**src/rtl/binop_pair_sequencer.sv**
```systemverilog
// binop_pair_sequencer
//   Feeds a combinational BinOp stage and catches its result. It takes a byte
//   stream, pairs consecutive bytes into operands A (first) and B (second), and
//   holds them while BinOp settles. It then registers XOUT and presents it on a
//   valid/ready output. Only one operation is in flight at a time.
//
// Parameters
//   WIDTH   operand/result width (must match BinOp)
//   SETTLE  cycles A/B are held before XOUT is sampled, 1..15
//   CNT_W   width of the completed-operation counter
//
// Ports
//   CLK, RST                       clock (rising edge), synchronous active-high reset
//   IN_DATA/IN_VALID/IN_READY      operand byte stream
//   A, B                           registered operands to BinOp
//   XOUT                           BinOp result
//   OUT_DATA/OUT_VALID/OUT_READY   registered result stream
//   DIV_ZERO                       result came from B==0 (guard build only, else 0)
//   COUNT                          completed operations, wraps
//
// Build option
//   BINOP_DIV_ZERO_GUARD_EN  when defined, a B==0 operation yields OUT_DATA=0
//                            with DIV_ZERO=1 instead of the raw XOUT.
//
// state      | meaning
// -----------+-----------------------------------------------------------
// ST_GET_A   | waiting for the first byte (operand A)
// ST_GET_B   | waiting for the second byte (operand B)
// ST_SETTLE  | A/B held steady, counting down before XOUT is sampled
// ST_PRESENT | result on OUT_DATA, waiting for the consumer to take it

module binop_pair_sequencer #(
  parameter int WIDTH  = 8,
  parameter int SETTLE = 1,
  parameter int CNT_W  = 16
) (
  input  logic             CLK,
  input  logic             RST,
  input  logic [WIDTH-1:0] IN_DATA,
  input  logic             IN_VALID,
  output logic             IN_READY,
  output logic [WIDTH-1:0] A,
  output logic [WIDTH-1:0] B,
  input  logic [WIDTH-1:0] XOUT,
  output logic [WIDTH-1:0] OUT_DATA,
  output logic             OUT_VALID,
  input  logic             OUT_READY,
  output logic             DIV_ZERO,
  output logic [CNT_W-1:0] COUNT
);

  typedef enum logic [1:0] {ST_GET_A, ST_GET_B, ST_SETTLE, ST_PRESENT} state_t;

  // Loaded on the B-accept edge; capture happens on the edge that sees zero,
  // so OUT_VALID rises exactly SETTLE edges after B is accepted.
  localparam logic [3:0] SETTLE_LOAD = 4'(SETTLE - 1);

  state_t           state_q, state_d;
  logic [WIDTH-1:0] a_q, a_d;
  logic [WIDTH-1:0] b_q, b_d;
  logic [WIDTH-1:0] out_data_q, out_data_d;
  logic             out_valid_q, out_valid_d;
  logic             div_zero_q, div_zero_d;
  logic [3:0]       settle_cnt_q, settle_cnt_d;
  logic [CNT_W-1:0] count_q, count_d;
  logic             in_xfer;
  logic             out_xfer;

  assign IN_READY = (state_q == ST_GET_A) || (state_q == ST_GET_B);
  assign in_xfer  = IN_VALID && IN_READY;
  assign out_xfer = out_valid_q && OUT_READY;

  always_comb begin
    state_d      = state_q;
    a_d          = a_q;
    b_d          = b_q;
    out_data_d   = out_data_q;
    out_valid_d  = out_valid_q;
    div_zero_d   = div_zero_q;
    settle_cnt_d = settle_cnt_q;
    count_d      = count_q;

    case (state_q)
      ST_GET_A: begin
        if (in_xfer) begin
          a_d     = IN_DATA;
          state_d = ST_GET_B;
        end
      end
      ST_GET_B: begin
        if (in_xfer) begin
          b_d          = IN_DATA;
          settle_cnt_d = SETTLE_LOAD;
          state_d      = ST_SETTLE;
        end
      end
      ST_SETTLE: begin
        if (settle_cnt_q != '0) begin
          settle_cnt_d = settle_cnt_q - 4'd1;
        end else begin
`ifdef BINOP_DIV_ZERO_GUARD_EN
          if (b_q == '0) begin
            out_data_d = '0;
            div_zero_d = 1'b1;
          end else begin
            out_data_d = XOUT;
            div_zero_d = 1'b0;
          end
`else
          out_data_d = XOUT;
          div_zero_d = 1'b0;
`endif
          out_valid_d = 1'b1;
          state_d     = ST_PRESENT;
        end
      end
      ST_PRESENT: begin
        if (out_xfer) begin
          out_valid_d = 1'b0;
          div_zero_d  = 1'b0;
          count_d     = count_q + CNT_W'(1);
          state_d     = ST_GET_A;
        end
      end
      default: state_d = ST_GET_A;
    endcase
  end

  always_ff @(posedge CLK) begin
    if (RST) begin
      state_q      <= ST_GET_A;
      a_q          <= '0;
      b_q          <= '0;
      out_data_q   <= '0;
      out_valid_q  <= 1'b0;
      div_zero_q   <= 1'b0;
      settle_cnt_q <= '0;
      count_q      <= '0;
    end else begin
      state_q      <= state_d;
      a_q          <= a_d;
      b_q          <= b_d;
      out_data_q   <= out_data_d;
      out_valid_q  <= out_valid_d;
      div_zero_q   <= div_zero_d;
      settle_cnt_q <= settle_cnt_d;
      count_q      <= count_d;
    end
  end

  assign A         = a_q;
  assign B         = b_q;
  assign OUT_DATA  = out_data_q;
  assign OUT_VALID = out_valid_q;
  assign DIV_ZERO  = div_zero_q;
  assign COUNT     = count_q;

endmodule

```
**config.mk**
```make
export PLATFORM = sky130hd
export DESIGN_NAME = binop_pair_sequencer
export DESIGN_NICKNAME = d
export VERILOG_FILES = /design/src/rtl/binop_pair_sequencer.sv
export SDC_FILE = /design/constraint.sdc
export NUM_CORES = 1
export LEC_CHECK = 0
export CAP_MARGIN = 20
export CORE_MARGIN = 5
export CORE_UTILIZATION = 35
export DETAILED_ROUTE_END_ITERATION = 16
export SLEW_MARGIN = 20
export SYNTH_ARGS = -nofsm -noshare
export SYNTH_HDL_FRONTEND = slang
export SYNTH_SLANG_ARGS = --single-unit
```
**constraint.sdc**
```tcl
create_clock -name CLK -period 6 [get_ports CLK]
set_clock_uncertainty 0.1 [all_clocks]
set_input_delay 1.5 -clock CLK [delete_from_list [all_inputs] [get_ports CLK]]
set_output_delay 1.5 -clock CLK [all_outputs]
set_load 0.005 [all_outputs]
```
==> results of run 1 <==
==> registers in the layout, summed over array words and instances, names as in the netlist <==
register,cells
A,8
B,8
COUNT,16
OUT_DATA,8
OUT_VALID,1
settle_cnt_q,4
state_q,2
==> cell usage in the layout, fill, tap and decap left out, drive strengths merged, types with 3 or more instances in the layout <==
cell            n
a21oi          33
and3            4
and4            3
clkbuf          5
clkdlybuf4s50  61
dfxtp          47
ha              6
inv             8
mux2i           3
nand2          51
nand3          17
nor2           17
o21ai           3
o31ai           3
or3             4
or4             3
xnor2           5
xor2            6
==> through the flow <==
stage | instances | setup slack (ns) | total power, mW
5_1_grt | 370 | 2.38 | 1.02
3_5_place_dp | 362 | 2.59 | 0.730
3_3_place_gp | 362 | 2.65 | 0.725
2_1_floorplan | 241 | 3.30 | 0.599
6_report | 370 | 2.48 | 0.951
4_1_cts | 370 | 2.45 | 0.966
==> final timing paths <==
| check | to | slack, ns | cells after the start |
|---|---|---|---|
| hold / removal | OUT_DATA[7]$_SDFFE_PP0P_ | 0.36 | 2 |
| hold reg to reg | OUT_DATA[7]$_SDFFE_PP0P_ | 0.36 | 2 |
| setup / recovery | IN_READY | 2.48 | 4 |
| setup reg to reg | state_q[1]$_SDFFE_PP0P_ | 3.82 | 6 |
==> critical path: cells and delay by family (launching register included) <==
kind,cells,cell delay (ns)
adder cells (fa/ha/maj),1,0.34
buffers and inverters,2,0.53
flip-flops,1,0.40
AND/OR/NAND/NOR,1,0.36
==> final cells by class <==
cell class                      instances  area, µm²
Clock inverter                          3       43.8
Inverter                                8       30.0
Tap cell                               72       90.1
Clock buffer                            5       68.8
Sequential cell                        47        941
Fill cell                             538       2760
Timing Repair Buffer                   62        618
Multi-Input combinational cell        173        958
==> metal layers <==
metal / GRT usage [%] / share of wire, % / vias up / routed length, µm
met3: 4.08 / 6.7 / 5 / 318
met1: 17.4 / 47 / 805 / 2220
met4: 3.88 / 0.78 / 0 / 37
met5: 0 / 0 / - / 0
met2: 21.2 / 46 / 45 / 2160
li1: - / - / 922 / -
==> cells by family after synthesis <==
| group | Yosys count | synth area share (%) |
|---|---|---|
| flops | 47 | 47.4 |
| mux | 4 | 2.08 |
| simple gates | 108 | 25.5 |
| compound gates | 43 | 11.9 |
| fa+ha+maj | 6 | 3.78 |
| other cells | 1 | 0.189 |
| buf+inv | 21 | 4.29 |
| xor+xnor | 11 | 4.85 |
==> power by group <==
group          switching [mW]  total [mW]  leakage, nW  internal [mW]
Combinational           0.160       0.328        0.542          0.168
Clock                   0.107       0.231       0.0581          0.124
Sequential             0.0321       0.391        0.381          0.359
==> run_results.csv, run 1 <==
group,metric,value,unit
yosys,synth_top_area_cell,"dfxtp_1",
yosys,yosys_warnings,0,
yosys,netlist_area,1980,µm²
clock_tree,clockBufferDepth,2,
cells_and_area,fin_util,49.9,%
sta,slew-limit-headroom,62.9,%
routing,viasPerCell,4.80,
cells_and_area,n_antenna_cell,0,
yosys,synthFlopType,"dfxtp_1",
yosys,synth-seq-cells,47,
pwr,ir_worst_vdd,0.144,mV
sta,finalSetupViolCount,0,
cells_and_area,drive_gt1_share,4.36,%
cells_and_area,design_area,2750,µm²
placed_design,gp_congestion,0.814,
grt,grt_pass1_wl,7970,µm
yosys,synth_nets,267,
clock_tree,cts_sinks,47,
grt,track_usage,13.3,%
sta,worstMarginPinSlew,0.557,ns
routing,finalWirelength,4740,µm
yosys,ys_seq_area_share,47.4,%
clock_tree,cts-buffers-inserted,5,
sta,finalSetupTns,0,ns
cells_and_area,final_nets,323,
routing,drc,0,
die,initial_core_util,36.0,%
routing,drt_iter0_markers,98,
routing,ant_nets,0,
setup_path,max_stage_delay,0.45,ns
outcome,status,"complete, no violations",
setup_path,worstPathCellList,"inv_1 > ha_1 > or2_2 > clkdlybuf4s50_1",
clock_tree,cts_hold_buffers,0,
clock_tree,cts_setup_buffers,0,
die,die_area,7280,µm²
sta,finalCritPeriodShare,58.7,%
pwr,p_per_area,346,nW/µm²
setup_path,required,4.40,ns
yosys,synth.distinct_cells,33,
routing,drtPass1Iterations,6,
die,die_h,85.3,µm
clock_tree,clk_latency,0.30,ns
yosys,synth.most_common_cell,"nand2_1",
grt,antenna_found_initial,0,
sta,hold_ws,0.357,ns
yosys,synth_top_area_share,47.4,%
placed_design,portBuffers,61,
clock_tree,tritoncts,"done",
routing,wl_per_cell,12.8,µm
yosys,syn_inst,241,
clock_tree,clk_pin_slew,0.09,ns
setup_path,cp_slowest_cell,"clkdlybuf4s50_1",
yosys,synth_common_cells,"51 x nand2_1, 47 x dfxtp_1, 33 x a21oi_1",
yosys,async_flop_share,0,%
yosys,synth_edf_count,0,
setup_path,crit_start,"state_q[0]$_SDFFE_PP0P_",
setup_path,r2r_start,"state_q[0]$_SDFFE_PP0P_",
setup_path,critPathKind,"register to primary output",
clock_tree,root_buffer,"clkbuf_8",
grt,grt_max_degree,46,
min_path,min_from,"OUT_DATA[7]$_SDFFE_PP0P_",
die,fp.dieW,85.3,µm
clock_tree,htreeDepth,2,
setup_path,worstPathArrival,1.92,ns
clock_tree,cts_resized,0,
setup_path,critPathCaptureType,"primary output",
yosys,synth_area_leaders,"dfxtp_1 47%, nand2_1 9.6%, a21oi_1 8.3%, nand3_1 4.3%, ha_1 3.8%",
sta,fmax,0.284,GHz
placed_design,placedInstanceArea,2640,µm²
setup_path,cp-start-kind,"register",
setup_path,crit_fanout,11,
sta,rsz0062_at_grt,"false",
routing,vias,1777,
pwr,p_leak,0.981,nW
die,num_rows,27,
sta,slew_viol_final,0,
yosys,avgSynthCellArea,8.23,µm²
job,maxCapViolCount,0,
die,core,5510,µm²
min_path,hp-class,"register to register",
sta,final.min_clock_period,3.52,ns
sta,finalHoldViolCount,0,
grt,grt_pass1_vias,1722,
cells_and_area,areaGrowthSynthToFinish,38.6,%
grt,grt_overflow,0,
placed_design,detailed_place_hpwl,3340,µm
die,pin_count,63,
No activity file was read; power rests on OpenSTA's default activity.
==> run 2, diff against run 1 <==
clock period = 3.5 ns   (was 6 ns; I/O delays follow)
==> run 2 against run 1 <==
Against the previous run: sequential cell count unchanged; first-iteration DRC count decreased by 18%; setup slack got worse by 1.9 ns; combinational power increased by 71%; sequential share of layout area decreased by 0.38 points; hold slack about the same; final area increased by 1.1%; count of clock-buffer cells in the layout unchanged; utilization increased by 0.57 points; critical path depth unchanged; cell count increased by 0.27%; die area unchanged.
==> run_results.csv, run 2 (synthesis gave the netlist of run 1 again) <==
group,metric,value,unit
sta,final.min_clock_period,2.90,ns
clock_tree,cts_sinks,47,
setup_path,max_stage_delay,0.45,ns
die,initial_core_util,36.0,%
die,fp.dieW,85.3,µm
clock_tree,clk_latency,0.30,ns
min_path,hp-class,"register to register",
outcome,status,"complete, no violations",
grt,grt_max_degree,23,
clock_tree,tritoncts,"done",
clock_tree,cts_hold_buffers,0,
setup_path,required,2.52,ns
sta,fmax,0.345,GHz
cells_and_area,final_common_cell,"clkdlybuf4s50_1",
sta,worstMarginPinSlew,0.535,ns
clock_tree,clk_pin_slew,0.09,ns
routing,drc,0,
sta,finalSetupViolCount,0,
pwr,p_per_area,612,nW/µm²
placed_design,gp_congestion,0.756,
cells_and_area,drive_gt1_share,4.68,%
setup_path,worstPathArrival,1.92,ns
cells_and_area,mostFrequentLayoutCells,"61 x clkdlybuf4s50_1, 51 x nand2_1, 47 x dfxtp_1",
routing,drtPass1Iterations,5,
die,core,5510,µm²
routing,finalWirelength,4790,µm
setup_path,crit_fanout,11,
cells_and_area,largest_register_ff_count,16,
grt,grt_overflow,0,
clock_tree,htreeDepth,2,
sta,slew-limit-headroom,64.4,%
setup_path,cp-start-kind,"register",
clock_tree,cts_setup_buffers,0,
setup_path,cp_slowest_cell,"clkdlybuf4s50_1",
grt,grt_pass1_vias,1712,
routing,ant_nets,0,
clock_tree,clockBufferDepth,2,
pwr,ir_worst_vdd,0.251,mV
cells_and_area,areaGrowthSynthToFinish,40.2,%
die,num_rows,27,
routing,vias,1783,
sta,finalSetupTns,0,ns
setup_path,critPathCaptureType,"primary output",
routing,drt_iter0_markers,80,
die,die_area,7280,µm²
clock_tree,cts_resized,0,
setup_path,worstPathCellList,"inv_1 > ha_1 > or2_2 > clkdlybuf4s50_1",
grt,track_usage,13.7,%
grt,grt_pass1_wl,8190,µm
sta,slew_viol_final,0,
clock_tree,root_buffer,"clkbuf_8",
sta,rsz0062_at_grt,"false",
routing,viasPerCell,4.81,
setup_path,critPathKind,"register to primary output",
grt,antenna_found_initial,0,
sta,finalCritPeriodShare,82.8,%
cells_and_area,n_antenna_cell,0,
sta,finalHoldViolCount,0,
cells_and_area,fin_util,50.5,%
pwr,p_leak,0.993,nW
placed_design,portBuffers,61,
die,die_h,85.3,µm
die,pin_count,63,
clock_tree,cts-buffers-inserted,5,
placed_design,detailed_place_hpwl,3500,µm
cells_and_area,final_nets,324,
cells_and_area,n_fill_cell,565,
job,maxCapViolCount,0,
routing,wl_per_cell,12.9,µm
[run 2: cell types whose count changed in the layout (fill, tap and decap cells not counted), sizes merged]
cell,delta
buf,+1
clkinvlp,+1
clkinv,-2
bufinv,+1
[run 2: metrics by stage]
stage	setup WS (ns)	hold WS, ns	cell area (µm²)	power, mW	instances
after CTS	0.572	0.359	2780	1.73	371
after global placement	0.767	0.343	2650	1.24	363
after global routing	0.513	0.387	2780	1.82	371
after floorplan	1.43	0.345	1980	1.03	241
after detailed placement	0.735	0.347	2650	1.25	363
final	0.603	0.356	2780	1.70	371
[run 2: layout make-up]
cell class / count / area [µm²] / area share (%)
clock buffers: 5 / 68.8 / 2.47
repair buffers: 63 / 626 / 22.5
flip-flops and latches: 47 / 941 / 33.8
well taps: 72 / 90.1 / 3.24
multi-input cells: 173 / 958 / 34.5
clock inverters: 3 / 67.6 / 2.43
inverters: 8 / 30.0 / 1.08
[run 2: report_power, final]
part	total [mW]	switching [mW]	internal [mW]	leakage (nW)
sequential	0.671	0.0556	0.616	0.381
clock	0.469	0.184	0.285	0.0644
combinational	0.562	0.275	0.288	0.547
total	1.70	0.514	1.19	0.993
[run 2: critical path: cells and delay by family (launching register included)]
| family | cells | cell delay, ns |
|---|---|---|
| flops | 1 | 0.39 |
| simple gates | 1 | 0.36 |
| buf+inv | 2 | 0.53 |
| fa+ha+maj | 1 | 0.34 |
[run 2: metal layers]
metal	up-vias	wire length [µm]	part of all wire [%]	global-route usage [%]
li1	923	-	-	-
met1	797	2300	48	18.5
met2	58	2140	45	21.6
met3	5	310	6.5	3.88
met4	0	40	0.83	3.02
met5	-	0	0	0
[run 2: final timing paths]
| check | start | to | slack (ns) | cells past startpoint |
|---|---|---|---|---|
| setup reg to reg | state_q[0]$_SDFFE_PP0P_ | state_q[1]$_SDFFE_PP0P_ | 1.35 | 6 |
| hold / removal | OUT_DATA[4]$_SDFFE_PP0P_ | OUT_DATA[4]$_SDFFE_PP0P_ | 0.36 | 2 |
| hold reg to reg | OUT_DATA[4]$_SDFFE_PP0P_ | OUT_DATA[4]$_SDFFE_PP0P_ | 0.36 | 2 |
| setup / recovery | state_q[0]$_SDFFE_PP0P_ | IN_READY | 0.60 | 4 |
